`config.mk`:
```
export PLATFORM = sky130hd
export DESIGN_NAME = ssd_scan_ctrl
export DESIGN_NICKNAME = d
export VERILOG_FILES = /design/src/rtl/ssd_scan_ctrl.sv
export SDC_FILE = /design/constraint.sdc
export NUM_CORES = 1
export LEC_CHECK = 0
export CORE_MARGIN = 10
export CORE_UTILIZATION = 50
export CTS_CLUSTER_SIZE = 24
export DETAILED_ROUTE_END_ITERATION = 8
export PLACE_DENSITY_LB_ADDON = 0.08
export SLEW_MARGIN = 20
export SYNTH_ARGS = -nofsm -noshare
export SYNTH_HDL_FRONTEND = slang
export SYNTH_SLANG_ARGS = --single-unit
export TNS_END_PERCENT = 1
```
`constraint.sdc`:
```
create_clock -name clk -period 3.3 [get_ports clk]
set_input_delay 0.66 -clock clk [delete_from_list [all_inputs] [get_ports clk]]
set_output_delay 0.66 -clock clk [all_outputs]
set_load 0.05 [all_outputs]
```
`src/rtl/ssd_scan_ctrl.sv`:
```
// Multiplexed seven-segment scanner fed by a sequential double-dabble BCD converter.
// Optional leading-zero blanking is enabled by defining SSD_LZB_EN.
module ssd_scan_ctrl #(
    parameter int DIGITS      = 4,
    parameter int DATA_W      = 13,
    parameter int REFRESH_DIV = 100000
) (
    input  logic              clk,
    input  logic              rst,
    input  logic [DATA_W-1:0] value,
    input  logic              load,
    output logic              busy,
    output logic              ovf,
    output logic [DIGITS-1:0] Anode,
    output logic [6:0]        LED_out
);

    // One spare BCD digit above the display width always exists, so the
    // overflow test is a plain OR over the surplus digits.
    localparam int MIN_BD = (DATA_W + 2) / 3;
    localparam int BD     = ((MIN_BD > DIGITS) ? MIN_BD : DIGITS) + 1;
    localparam int BW     = BD * 4;
    localparam int DW     = DIGITS * 4;
    localparam int CW     = $clog2(DATA_W);
    localparam int RW     = $clog2(REFRESH_DIV);
    localparam int IW     = $clog2(DIGITS);

    localparam logic [6:0] SEG_ZERO = 7'b0000001;
    localparam logic [6:0] SEG_DASH = 7'b1111110;
`ifdef SSD_LZB_EN
    localparam logic [6:0] SEG_BLANK = 7'b1111111;
`endif

    typedef enum logic {
        IDLE,
        CONVERT
    } state_t;

    state_t            state_q;
    state_t            state_d;
    logic [DATA_W-1:0] bin_q;
    logic [DATA_W-1:0] bin_d;
    logic [BW-1:0]     work_q;
    logic [BW-1:0]     work_d;
    logic [BW-1:0]     adj;
    logic [BW-1:0]     shifted;
    logic [CW-1:0]     cnt_q;
    logic [CW-1:0]     cnt_d;
    logic [DW-1:0]     disp_q;
    logic [DW-1:0]     disp_d;
    logic              ovf_q;
    logic              ovf_d;
    logic [RW-1:0]     rcnt_q;
    logic [RW-1:0]     rcnt_d;
    logic [IW-1:0]     idx_q;
    logic [IW-1:0]     idx_d;
    logic [DIGITS-1:0] anode_d;
    logic [3:0]        digit;
    logic [6:0]        seg_d;

    function automatic logic [6:0] seg7(input logic [3:0] d);
        logic [6:0] s;
        case (d)
            4'd0:    s = 7'b0000001;
            4'd1:    s = 7'b1001111;
            4'd2:    s = 7'b0010010;
            4'd3:    s = 7'b0000110;
            4'd4:    s = 7'b1001100;
            4'd5:    s = 7'b0100100;
            4'd6:    s = 7'b0100000;
            4'd7:    s = 7'b0001111;
            4'd8:    s = 7'b0000000;
            4'd9:    s = 7'b0000100;
            default: s = 7'b1111111;
        endcase
        return s;
    endfunction

    // One double-dabble step: add 3 to every digit >= 5, then shift in a bit.
    always_comb begin
        adj = work_q;
        for (int i = 0; i < BD; i++) begin
            if (work_q[i*4 +: 4] > 4'd4) begin
                adj[i*4 +: 4] = work_q[i*4 +: 4] + 4'd3;
            end
        end
        shifted = BW'({adj, bin_q[DATA_W-1]});
    end

    always_comb begin
        state_d = state_q;
        bin_d   = bin_q;
        work_d  = work_q;
        cnt_d   = cnt_q;
        disp_d  = disp_q;
        ovf_d   = ovf_q;
        unique case (state_q)
            IDLE: begin
                if (load) begin
                    state_d = CONVERT;
                    bin_d   = value;
                    work_d  = '0;
                    cnt_d   = '0;
                end
            end
            CONVERT: begin
                bin_d  = bin_q << 1;
                work_d = shifted;
                cnt_d  = cnt_q + CW'(1);
                if (cnt_q == CW'(DATA_W - 1)) begin
                    state_d = IDLE;
                    disp_d  = shifted[DW-1:0];
                    ovf_d   = |shifted[BW-1:DW];
                end
            end
            default: begin
                state_d = IDLE;
            end
        endcase
    end

    // Segments are decoded from next-cycle index and display so that anode,
    // digit and result all switch together on one edge.
    always_comb begin
        rcnt_d = rcnt_q + RW'(1);
        idx_d  = idx_q;
        if (rcnt_q == RW'(REFRESH_DIV - 1)) begin
            rcnt_d = '0;
            if (idx_q == IW'(DIGITS - 1)) begin
                idx_d = '0;
            end else begin
                idx_d = idx_q + IW'(1);
            end
        end
        anode_d = ~(DIGITS'(1) << idx_d);
        digit   = disp_d[idx_d*4 +: 4];
    end

`ifdef SSD_LZB_EN
    logic [DIGITS-1:0] blank;
    logic              lz_run;

    always_comb begin
        blank  = '0;
        lz_run = 1'b1;
        for (int i = DIGITS - 1; i > 0; i--) begin
            lz_run   = lz_run && (disp_d[i*4 +: 4] == 4'd0);
            blank[i] = lz_run && !ovf_d;
        end
    end
`endif

    always_comb begin
        seg_d = seg7(digit);
`ifdef SSD_LZB_EN
        if (blank[idx_d]) begin
            seg_d = SEG_BLANK;
        end
`endif
        if (ovf_d) begin
            seg_d = SEG_DASH;
        end
    end

    always_ff @(posedge clk or negedge rst) begin
        if (!rst) begin
            state_q <= IDLE;
            bin_q   <= '0;
            work_q  <= '0;
            cnt_q   <= '0;
            disp_q  <= '0;
            ovf_q   <= 1'b0;
            rcnt_q  <= '0;
            idx_q   <= '0;
            Anode   <= ~DIGITS'(1);
            LED_out <= SEG_ZERO;
        end else begin
            state_q <= state_d;
            bin_q   <= bin_d;
            work_q  <= work_d;
            cnt_q   <= cnt_d;
            disp_q  <= disp_d;
            ovf_q   <= ovf_d;
            rcnt_q  <= rcnt_d;
            idx_q   <= idx_d;
            Anode   <= anode_d;
            LED_out <= seg_d;
        end
    end

    assign busy = (state_q == CONVERT);
    assign ovf  = ovf_q;

endmodule

```
==> results.tsv <==
metric	value	unit
Final Hold Fails	0	
Starting Density	51.1	%
antenna-violating nets left	0	
PostCTS Resize Cnt	0	
dpl ws	351	ps
setup bufs post-CTS	0	
cts bufs inserted	9	
initial antenna violation count	0	
port bufs	28	
register area share after synthesis	47.5	%
RSZ-0062 raised after global routing	no	
setup violation total in the final timing report	0	
global-route wire length before repair	15900	um
R2R Path End	LED_out[2]	
P&R area growth vs syn	13.0	%
number of vias in the routed layout	3362	
# clock sinks	89	
EDFF count, synth	0	
Root Buffer	clkbuf_8	
Post-Synth Adder-Cell Area	6.12	%
Mapped Avg Cell Area	9.96	um^2
placed cell area	5090	um^2
Hold Path Class	primary input to async pin	
Critical R2R Launch	rcnt_q[0]	
Cell Area, Synth	4700	um^2
Synth Area in Compound Gates	15.2	%
Clock Pin Slew Worst Setup and Hold Paths	90	ps
Cell Pwr Density	900	nW/um^2
Top FF cell, synth	dfrtp_1	
r2r setup slk	340	ps
die area	13700	um^2
largest family of logic cells by synthesized area	compound AO/OA/AOI/OAI gates	
mux contribution to synthesized area	7.56	%
CORE AREA	9200	um^2
Slew Viols, Final	0	
Setup TNS	0	ps
final net count	537	
Max Clock Skew	15.1	ps
period utilization	89.7	%
commonest non-fill, non-tap cell in the layout	dfrtp_1	
WP data arrival	3230	ps
Synth Area in Simple Gates	14.7	%
vias in the first global route	3234	
Crit Path Max Fanout	11	
Mapped Cells	472	
CP endpoint kind	flip-flop	
yosys warns	0	
Pre-antenna DRT Iters	4	
finished layout cell area	5320	um^2
final WL	9330	um
deepest clock path buffer count	2	
synthesis-stage register bit count	89	
clock latency on the worst-skew pair	350	ps
slack of the critical path	341	ps
Net Count, Synth	511	
r2r worst-path depth	11	
Die Wd	117	um
antenna cells	0	
total power	4.79	mW
post-layout min period	2960	ps
hold_buf cts	0	
share of layout cells above drive strength 1	8.95	%
Worst Tran Pin Value	708	ps
drt wl/cell	15.2	um
CP Launch Type	flip-flop	
row cnt	35	
drt via density	5.48	
fmax	338	MHz
Synth Area in XOR/XNOR	4.10	%
max cap viols	0	
H-tree depth	3	
die height	117	um
pin count of the biggest net entering global routing	55	
Synth cell types	57	
Global Route Usage Sum	14.5	%
GRT Residual Overflow	0	
Worst slew margin	52.7	%
CTS tree	done	
Setup CP Type	flip-flop to flip-flop	
Post-route DRC	0	
VDD IR max	0.430	mV
DRT iter0 DRCs	166	
Placer Congestion	0.850	
CP required	3570	ps
# fillers	798	
IO Pins	29	
status	finished clean	
most frequent cells in the layout	dfrtp_1 (85), nand2_1 (69), o21ai_0 (33)	
static leakage	2.42	nW
ys async rst share	100	%
hpwl dp	6550	um
-- where the power goes --
group,switching [mW],total (mW),internal [mW]
clock,0.376,0.846,0.470
sequential,0.277,1.73,1.46
combinational,1.30,2.21,0.911
-- critical path, cell delays in order, from the launching register on --
cell and delay [ps]:
dfrtp_1 410, ha_1 240, and4_1 250, and4_4 350, mux2i_4 440, inv_4 100, mux2i_1 210, mux2i_2 110
buf_4 170, ha_1 180, mux2_2 260, a22oi_1 170
-- synthesized netlist by cell type, drive strengths merged (2+ instances only) --
cell type / number / share of area, %
o21bai: 3 / 0.48
o21a: 7 / 1.1
and2b: 2 / 0.32
xor2: 13 / 2.4
a22oi: 4 / 0.64
clkbuf: 17 / 1.6
o21ai: 35 / 3.7
and4bb: 3 / 0.88
nor3: 14 / 1.5
nand3: 8 / 0.85
a2bb2oi: 2 / 0.37
nor2b: 3 / 0.40
and4: 3 / 0.61
dfrtp: 85 / 45
o31ai: 13 / 2.1
nand2: 69 / 5.5
ha: 23 / 6.1
a21oi: 17 / 1.9
nor2: 24 / 1.9
a211oi: 3 / 0.59
or3: 2 / 0.27
or2: 3 / 0.40
and3: 4 / 0.56
o32ai: 9 / 1.7
buf: 4 / 0.69
mux2: 2 / 0.48
nand4: 3 / 0.53
o211ai: 2 / 0.32
inv: 32 / 2.6
dfstp: 4 / 2.2
mux2i: 30 / 7.1
xnor2: 9 / 1.7
o22ai: 9 / 1.2
-- worst max path at each step --
| stage | start | end | slack (ps) | depth (start not counted) |
|---|---|---|---|---|
| final | rcnt_q[0] | LED_out[2] | 340 | 11 |
| after global routing | rcnt_q[0] | LED_out[1] | 120 | 11 |
| after CTS | rcnt_q[0] | LED_out[2] | 320 | 11 |
| after detailed placement | rcnt_q[0] | LED_out[2] | 350 | 11 |
| after global placement | rcnt_q[0] | LED_out[2] | 420 | 11 |
| after floorplan | rcnt_q[0] | LED_out[1] | 540 | 11 |
-- metrics by stage --
stage | instances | hold WS [ps] | utilization, %
5_1_grt | 614 | 270 | 57.8
4_1_cts | 614 | 269 | 57.8
3_5_place_dp | 598 | 468 | 55.3
6_report | 614 | 266 | 57.8
3_3_place_gp | 598 | 462 | 55.3
2_1_floorplan | 472 | 364 | -
-- area by class of cell --
class	instances	area (um^2)	area share, %
tap	111	139	2.61
timing repair buffer	36	350	6.59
clock buffer	12	155	2.92
sequential	89	2230	42.0
inverter	32	123	2.31
multi-input combinational	330	2240	42.2
clock inverter	4	73.8	1.39
-- registers in the layout, indices dropped and copies added (netlist names) --
name	flops
idx_q	2
cnt_q	4
rcnt_q	17
bin_q	13
disp_q	16
work_q	24
busy	1
LED_out	7
Anode	4
ovf	1
-- metal layers --
layer,vias up,global-route usage [%],wire length [um]
li1,1702,-,-
met1,1596,19.8,4540
met2,52,22.2,4370
met3,12,2.91,274
met4,0,5.85,142
met5,-,0,0
-- cells by family after synthesis --
family	Yosys count
DFF	89
buffers and inverters	53
adders and majority gates	23
AOI/OAI and AO/OA	110
and+or+nand+nor	143
xor gates and xnor gates	22
muxes	32
(Power assumes the default switching activity.)
